$ cat config.mk
export PLATFORM = sky130hd
export DESIGN_NAME = program_loader_ctrl
export DESIGN_NICKNAME = d
export VERILOG_FILES = /design/src/rtl/program_loader_ctrl.sv
export SDC_FILE = /design/constraint.sdc
export NUM_CORES = 1
export LEC_CHECK = 0
export ABC_CLOCK_PERIOD_IN_PS = 2470
export BUFFER_PORTS_ARGS = -buffer_cell sky130_fd_sc_hd__buf_2
export CAP_MARGIN = 20
export CORE_MARGIN = 2
export CORE_UTILIZATION = 45
export DETAILED_ROUTE_END_ITERATION = 7
export GPL_ROUTABILITY_DRIVEN = 0
export GPL_TIMING_DRIVEN = 0
export PLACE_DENSITY = 0.72
export SLEW_MARGIN = 20
export SYNTH_ARGS = -nofsm -noshare
export SYNTH_HDL_FRONTEND = slang
export SYNTH_SLANG_ARGS = --single-unit
$ cat constraint.sdc
create_clock -name clk -period 2.47 [get_ports clk]
set_input_delay 0.247 -clock clk [delete_from_list [all_inputs] [get_ports clk]]
set_output_delay 0.247 -clock clk [all_outputs]
set_load 0.05 [all_outputs]
$ cat src/rtl/program_loader_ctrl.sv
// ---------------------------------------------------------------------------
// program_loader_ctrl
// Purpose : drives the programming/execution interface of the multi-cycle
//           datapath. It streams a program into the unified cache while pmode=1,
//           then boots the core at entry_pc and runs it for a bounded or
//           unbounded number of cycles. When the run ends it re-freezes the
//           core by setting pmode back to 1.
// Ports   :
//   clk, reset            clock; asynchronous active-low reset
//   start                 one-cycle request, honoured in IDLE/DONE only
//   base_addr/word_count  load window (word_count=0 skips the load)
//   entry_pc/run_limit    boot PC and RUN length (run_limit=0 = unlimited)
//   halt                  ends RUN after the current cycle
//   in_valid/in_data/in_ready  program word stream (valid/ready)
//   dp_pmode/dp_addr/dp_program/dp_init_PC/dp_reset  datapath controls
//   busy/done/cycles      status
// ---------------------------------------------------------------------------
module program_loader_ctrl #(
   parameter int unsigned N        = 32,
   parameter int unsigned CNT_W    = 16,
   parameter int unsigned BOOT_CYC = 2
) (
   input  logic             clk,
   input  logic             reset,
   input  logic             start,
   input  logic [N-1:0]     base_addr,
   input  logic [CNT_W-1:0] word_count,
   input  logic [N-1:0]     entry_pc,
   input  logic [CNT_W-1:0] run_limit,
   input  logic             halt,
   input  logic             in_valid,
   input  logic [N-1:0]     in_data,
   output logic             in_ready,
   output logic             dp_pmode,
   output logic [N-1:0]     dp_addr,
   output logic [N-1:0]     dp_program,
   output logic [N-1:0]     dp_init_PC,
   output logic             dp_reset,
   output logic             busy,
   output logic             done,
   output logic [CNT_W-1:0] cycles
);

   localparam int unsigned       BOOT_W    = (BOOT_CYC > 1) ? $clog2(BOOT_CYC) : 1;
   localparam logic [BOOT_W-1:0] BOOT_LAST = BOOT_W'(BOOT_CYC - 1);
   localparam logic [CNT_W-1:0]  CNT_MAX   = '1;

   typedef enum logic [2:0] {
      S_IDLE,
      S_LOAD,
      S_BOOT,
      S_RUN,
      S_DONE
   } state_e;

   state_e             state_q,   state_d;
   logic [N-1:0]       base_q,    base_d;
   logic [CNT_W-1:0]   count_q,   count_d;
   logic [CNT_W-1:0]   limit_q,   limit_d;
   logic [CNT_W-1:0]   index_q,   index_d;
   logic [CNT_W-1:0]   cycles_q,  cycles_d;
   logic [BOOT_W-1:0]  boot_q,    boot_d;
   logic [N-1:0]       addr_q,    addr_d;
   logic [N-1:0]       prog_q,    prog_d;
   logic [N-1:0]       pc_q,      pc_d;
   logic               pmode_q,   pmode_d;
   logic               dprst_q,   dprst_d;
   logic [CNT_W-1:0]   cyc_inc;

   // Saturating RUN cycle increment; also used for the limit compare so that
   // RUN lasts exactly run_limit cycles.
   assign cyc_inc = (cycles_q == CNT_MAX) ? CNT_MAX : cycles_q + CNT_W'(1);

   // Next-state and next-output logic
   always_comb begin
      state_d  = state_q;
      base_d   = base_q;
      count_d  = count_q;
      limit_d  = limit_q;
      index_d  = index_q;
      cycles_d = cycles_q;
      boot_d   = boot_q;
      addr_d   = addr_q;
      prog_d   = prog_q;
      pc_d     = pc_q;

      unique case (state_q)
         S_IDLE, S_DONE: begin
            if (start) begin
               base_d   = base_addr;
               count_d  = word_count;
               limit_d  = run_limit;
               pc_d     = entry_pc;
               cycles_d = '0;
               index_d  = '0;
               boot_d   = '0;
               state_d  = (word_count != '0) ? S_LOAD : S_BOOT;
            end
         end
         S_LOAD: begin
            // Address/data only move on a handshake, so the continuous cache
            // write while pmode=1 just rewrites the last word unchanged.
            if (in_valid) begin
               addr_d  = base_q + N'(index_q);
               prog_d  = in_data;
               index_d = index_q + CNT_W'(1);
               if (index_q == count_q - CNT_W'(1)) begin
                  boot_d  = '0;
                  state_d = S_BOOT;
               end
            end
         end
         S_BOOT: begin
            if (boot_q == BOOT_LAST) begin
               state_d = S_RUN;
            end else begin
               boot_d = boot_q + BOOT_W'(1);
            end
         end
         S_RUN: begin
            cycles_d = cyc_inc;
            if (halt || ((limit_q != '0) && (cyc_inc == limit_q))) begin
               state_d = S_DONE;
            end
         end
         default: state_d = S_IDLE;
      endcase

      // Datapath controls follow the state being entered so they line up with it
      pmode_d = !((state_d == S_BOOT) || (state_d == S_RUN));
      dprst_d = (state_d == S_BOOT);
   end

   // State and output registers
   always_ff @(posedge clk or negedge reset) begin
      if (!reset) begin
         state_q  <= S_IDLE;
         base_q   <= '0;
         count_q  <= '0;
         limit_q  <= '0;
         index_q  <= '0;
         cycles_q <= '0;
         boot_q   <= '0;
         addr_q   <= '0;
         prog_q   <= '0;
         pc_q     <= '0;
         pmode_q  <= 1'b1;
         dprst_q  <= 1'b0;
      end else begin
         state_q  <= state_d;
         base_q   <= base_d;
         count_q  <= count_d;
         limit_q  <= limit_d;
         index_q  <= index_d;
         cycles_q <= cycles_d;
         boot_q   <= boot_d;
         addr_q   <= addr_d;
         prog_q   <= prog_d;
         pc_q     <= pc_d;
         pmode_q  <= pmode_d;
         dprst_q  <= dprst_d;
      end
   end

   // Status decoded from state; datapath controls come straight from registers
   assign in_ready   = (state_q == S_LOAD);
   assign busy       = (state_q == S_LOAD) || (state_q == S_BOOT) || (state_q == S_RUN);
   assign done       = (state_q == S_DONE);
   assign dp_pmode   = pmode_q;
   assign dp_reset   = dprst_q;
   assign dp_addr    = addr_q;
   assign dp_program = prog_q;
   assign dp_init_PC = pc_q;
   assign cycles     = cycles_q;

endmodule

# [Word level (Yosys, flattened, before mapping)]
# Cells that the tools add are included.
[word_totals] register_bits=198 latch_bits=0 mem_bits_rw=0 rom_bits=0 input_bits=133 out_inout_bits=117 wordCells=64 mem_count=0
[classes] n_addsub=5 multipliers=0 div=0 n_lt_le_gt_ge=0 n_eq_ne=12 shifts=0 muxes=17 bitwise_logic=0 n_reduce_logical=18
[op_table] cell="$pmux W16 S2" count=2
[op_table] cell="$mux W16" count=3
[op_table] cell="$add A16 B1 Y16 const B" count=2
[op_table] cell="$add A32 B16 Y32" count=1
[op_table] cell="$eq A16 B16 Y1" count=2
[op_table] cell="$reduce_bool A16 Y1" count=2
[op_table] cell="$eq A16 B16 Y1 const B" count=1
[op_table] cell="$sub A16 B1 Y16 const B" count=1
[op_table] cell="$mux W3" count=5
[op_table] cell="$eq A3 B2 Y1 const B" count=4
[op_table] cell="$pmux W3 S4" count=1
[op_table] cell="$reduce_and A2 Y1" count=3
[op_table] cell="$logic_or A1 B1 Y1" count=4
[op_table] cell="$mux W1" count=4
[op_table] cell="$ne A2 B2 Y1 const B" count=2
[op_table] cell="$reduce_and A4 Y1" count=1
[op_table] cell="$reduce_bool A2 Y1" count=2
[op_table] cell="$eq A3 B1 Y1 const B" count=1
[op_table] cell="$eq A3 B3 Y1 const B" count=1
[op_table] cell="$logic_not A3 Y1" count=1
[op_table] cell="$pmux W1 S3" count=1
[op_table] cell="$reduce_and A3 Y1" count=1
[op_table] cell="$reduce_bool A3 Y1" count=1
[op_table] cell="$mux W2" count=1
[op_table] cell="5 further kinds" count=5

# [Depth between registers and ports, before layout]
[logic_depth] depth_word=10 mapped_depth=12 mapped_depth_nobuf=11

# [Least setup slack after synthesis]
# OpenSTA, ideal clock, no wires.
[synth_timing] kind="register to register" from="register state_q[0]" to="register index_q[15]" setup_ns=0.132 arrival_ns=2.980 t_required_ns=2.338 setup_slack_ns=-0.642 path_stages_with_launch=10 path_buffers=1 period_less_slack_ns=3.112 cell_sequence="dfrtp_1 inv_1 nor3_1 nand2_1 nand2_1 and4_1 clkbuf_1 nand4_1 xor2_1 nor2_1"
[synth_via] word_cells_on_any_way=9 classes_between="4 x eq/ne; 1 x mux; 4 x reduce/logical"
[synth_lines] element="from (decl)" line="56" rtl="state_e state_q, state_d;"
[synth_lines] element="from (signal assigned)" line="150" rtl="state_q <= state_d;"
[synth_lines] element="$eq A3 B1 Y1 *"
[synth_lines] element="via in_ready" line="33" rtl="output logic in_ready,"
[synth_lines] element="$ne A2 B2 Y1 (no source line) / $reduce_bool A2 Y1 (equally long branches)"
[synth_lines] element="$reduce_and A3 Y1 (no source line)"
[synth_lines] element="to (signal assigned)" line="154" rtl="index_q <= index_d;"
[synth_lines] element="to (decl)" line="60" rtl="logic [CNT_W-1:0] index_q, index_d;"
# The timed path passes the listed nets; every way through them passes the cells marked *.
# A chain may end at the register's enable or synchronous reset.

# [Final worst setup path]
[layout_timing] from="register index_q[8]" to="register addr_q[27] (netlist: dp_addr[27])"
[layout_via] elab_chain_cells=1
[layout_lines] element="$add A32 B16 Y32" line="104" rtl="addr_d = base_q + N'(index_q);"
[layout_lines] element="to (signal assigned)" line="157" rtl="addr_q <= addr_d;"
[layout_lines] element="to (decl)" line="63" rtl="logic [N-1:0] addr_q, addr_d;"
# Every way passes these cells.

==> metrics.md <==
| Metric | Value |
|---|---|
| Wire length per cell | `roughly 18 um` |
| Critical Path AT | `~3.2 ns` |
| Worst path bufs/invs | `3` |
| Vias in the first global route | `between 9k and 10k` |
| N_diodes | `0` |
| Initial DRC Count | `659` |
| Total grt overflow | `0` |
| Fin crit period | `between 2 and 3 ns` |
| Drt total wl | `~33,000 um` |
| CP max stage delay | `0.43 ns` |
| Delay-heaviest family, CP | `compound AO/OA/AOI/OAI gates` |
| Routed Antenna Nets | `0` |
| Max Cap Viol | `0` |
| Clock buffer depth | `2` |
| EDFF count, synth | `0` |
| Port bufs | `249` |
| Distinct cells, synth | `74` |
| Leakage power | `between 6 and 7 nW` |
| Worst slew pin tran | `between 1 and 1.5 ns` |
| Yosys Warn Count | `0` |
| Rel. slew slack | `about a third` |
| DIE HEIGHT | `around 150 um` |
| Worst Skew | `0.00967 ns` |
| Critical path class | `reg2reg` |
| RSZ-0062 raised after global routing | `yes` |
| Synth Instances | `1,179` |
| Worst endpoint required time | `between 2 and 3 ns` |
| Fmax | `353 MHz` |
| CP max-delay cell | `dfrtp_2` |
| Starting density of the core | `roughly 46%` |
| Die W | `roughly 150 um` |
| CTS tree | `built` |
| Cell Chain, Critical Path | `ha_4 > a21oi_4 > o21ai_2 > a221oi_2 > o211ai_1 > buf_4 > a2111oi_4 > buf_4 > buf_6 > nor4_1 > xnor2_1 > o21ai_1` |
| Synth Flop Type | `dfrtp_1` |
| CTS buffer count | `17` |
| Clk slew on worst S/H paths | `0.08 ns` |
| Die ar. | `about 24,000 um2` |
| Violated checks | `setup timing` |
| Area growth syn-to-layout | `40.4%` |
| Final nets | `between 1.5k and 2k` |
| Clock insertion delay at the later pin of the skew report | `0.44 ns` |
| CTS Sinks | `around 200` |
| Final setup viols | `21` |
| Synth Register Bits | `~200` |
| Pins Over Slew Limit | `0` |
| Register area | `between 4000 and 5000 um2` |
| Layout fillers | `~1.8k` |
| Pwr Density | `between 1000 and 1500 nW/um2` |
| CP max FO | `5` |
| Global-route wire length before repair | `about 50,000 um` |
| H-tree Lvls | `4` |
| Site Rows | `54` |
| VDD IR max | `885 uV` |
| Core ar. | `approximately 22,000 um2` |
| Final WS setup | `-0.366 ns` |
| Final hold slack | `~0.0076 ns` |
| CTS root buf | `clkbuf_16` |
| Final HPWL DP | `21,800 um` |
| Fraction of the yosys area taken by sequential cells | `48.8%` |
| Post-synthesis area per instance | `8.62 um2` |
| GRT Util Overall | `around 27%` |
| Fin. Hold Viols | `0` |
| Vias/cell | `~5.3` |
| Initial antenna violation count | `1` |
| Share of layout cells above drive strength 1 | `30.5%` |
| Largest net degree at the start of global routing | `slightly above 90` |
| Syn nets | `roughly 1.3k` |
| Post-synth ARST share | `100%` |
| Crit path top cell by count | `buf_4` |
| Status | `finished with violations` |
| HP Class | `in2reg` |
| Drt pass-1 iters | `5` |
| Final cycle utilization of the critical path | `115%` |
| Io pins | `250` |
| Drt drc | `0` |
| Pwr Total | `0.0166 W` |
| Area occupied by multi-input gates | `5430 um2` |
| Synth Cell Area | `between 10,000 and 15,000 um2` |
| Crit end category | `flop` |
| Startpoint Class | `flop` |
| Via count | `10.0k` |
-- registers in the layout (all words and copies together) (netlist names) --
signal      flops
dp_reset        1
dp_pmode        1
dp_program     32
state_q         3
limit_q        16
base_q         32
boot_q          1
cycles         16
index_q        16
count_q        16
dp_init_PC     32
dp_addr        32
-- cells in the final DEF (no fill, tap or decap), types with 5 or more instances in the layout --
| master | n |
|---|---|
| a21oi_1 | 28 |
| a311oi_1 | 9 |
| a31oi_1 | 10 |
| and3_1 | 10 |
| buf_2 | 249 |
| buf_4 | 75 |
| buf_6 | 8 |
| clkbuf_1 | 45 |
| clkbuf_16 | 17 |
| dfrtp_1 | 164 |
| dfrtp_2 | 32 |
| dlygate4sd3_1 | 69 |
| ha_1 | 6 |
| ha_4 | 11 |
| inv_1 | 16 |
| mux2i_1 | 6 |
| nand2_1 | 436 |
| nand2b_1 | 6 |
| nand3_1 | 23 |
| nand4_1 | 15 |
| nor2_1 | 54 |
| nor2b_1 | 9 |
| nor3_1 | 15 |
| nor4_1 | 15 |
| o211ai_1 | 5 |
| o21a_1 | 7 |
| o21ai_0 | 41 |
| o21ai_1 | 12 |
| or4_1 | 6 |
| xnor2_1 | 38 |
| xor2_1 | 25 |
-- cell families (layout without fill, tap and decap cells) --
logic type                 after synthesis  in the layout  share of synthesized area, %
AOI/OAI and AO/OA                      165            165                          10.8
xor gates and xnor gates                70             70                          6.17
adders and majority gates               20             20                          2.54
buffers and inverters                   77            501                          2.99
DFF                                    198            198                          48.8
muxes                                    8              8                         0.800
and+or+nand+nor                        641            642                          27.9
-- cell usage after synthesis, drive strengths merged, types with 3 or more instances --
| cell | number | area share (%) |
|---|---|---|
| and2 | 4 | 0.26 |
| o31ai | 6 | 0.44 |
| nor4 | 21 | 1.6 |
| a31oi | 12 | 0.74 |
| nand2 | 437 | 16 |
| nand4 | 16 | 1.0 |
| clkbuf | 51 | 1.9 |
| o32a | 3 | 0.31 |
| a211oi | 5 | 0.37 |
| nor3 | 22 | 1.2 |
| nor2b | 9 | 0.55 |
| xnor2 | 41 | 3.5 |
| and4 | 4 | 0.34 |
| nor3b | 4 | 0.34 |
| or2 | 3 | 0.18 |
| a2111oi | 3 | 0.64 |
| or3 | 7 | 0.43 |
| nand2b | 6 | 0.37 |
| ha | 19 | 2.3 |
| o21ai | 56 | 2.8 |
| o211ai | 5 | 0.37 |
| nand3 | 28 | 1.5 |
| nor2 | 55 | 2.1 |
| mux2i | 7 | 0.69 |
| a311oi | 9 | 0.78 |
| a21oi | 34 | 1.7 |
| xor2 | 28 | 2.4 |
| a21o | 4 | 0.30 |
| and3 | 12 | 0.74 |
| inv | 19 | 0.70 |
| dfrtp | 197 | 48 |
| or4 | 9 | 0.74 |
| o21a | 7 | 0.52 |
| buf | 7 | 0.41 |
-- worst paths after layout --
kind                                start  depth (start not counted)              to  slack (ns)
setup / recovery               index_q[8]                         12     dp_addr[27]       -0.37
hold / removal                entry_pc[8]                          3   dp_init_PC[8]       0.008
setup reg to reg               index_q[8]                         12     dp_addr[27]       -0.37
hold reg to reg            dp_init_PC[17]                          2  dp_init_PC[17]        0.47
max in group asynchronous           reset                          3       cycles[0]        1.52
min in group asynchronous           reset                          2  dp_program[13]        0.23
-- metrics by stage --
| step | std cells | setup WS (ns) | utilization [%] | area, um2 | setup TNS, ns |
|---|---|---|---|---|---|
| after floorplan | 1179 | -0.0354 | - | 10300 | -0.115 |
| after global placement | 1708 | -2.83 | 54.0 | 11900 | -434.74 |
| after detailed placement | 1710 | -0.522 | 54.3 | 12000 | -8.84 |
| after CTS | 1854 | -0.224 | 62.9 | 13900 | -2.72 |
| after global routing | 1884 | -0.467 | 64.8 | 14300 | -7.19 |
| final | 1884 | -0.366 | 64.8 | 14300 | -5.18 |
-- area by class of cell --
cell class	instances	share of cell area, %
multi-input combinational	905	38.0
tap	280	2.45
clock inverter	9	0.666
inverter	19	0.500
sequential	198	35.0
timing repair buffer	398	18.3
buffer	53	1.76
clock buffer	22	3.25
-- power breakdown --
group          leakage (nW)  internal [W]  switching [W]  total, W
Clock                 0.265       0.00145        0.00129   0.00275
Sequential             2.44       0.00449        0.00117   0.00567
Combinational          4.19       0.00285        0.00533   0.00818
Total                  6.90       0.00880        0.00780    0.0166
-- worst reg2reg max path, delay by kind of cell, from the launching register on --
| family | cells | cell delay (ns) |
|---|---|---|
| compound gates | 6 | 1.18 |
| buf+inv | 3 | 0.50 |
| flops | 1 | 0.43 |
| fa+ha+maj | 1 | 0.28 |
| xor+xnor | 1 | 0.26 |
| simple gates | 1 | 0.06 |
-- per-layer routing --
| metal | global-route usage [%] | part of all wire, % | vias up |
|---|---|---|---|
| met1 | 35.3 | 43 | 4758 |
| met3 | 5.27 | 6.4 | 50 |
| li1 | - | - | 4801 |
| met5 | 0 | 0.039 | - |
| met4 | 7.10 | 1.8 | 2 |
| met2 | 46.3 | 49 | 419 |
-- what timing repair did --
action	CTS	global route
cloned	1	1
endpoints found under the hold margin	133	0
hold buffers	69	0
pin swaps	34	42
endpoints found under the setup margin	25	28
setup buffers	47	31
gates resized for setup	74	41
(Power assumes the default switching activity.)
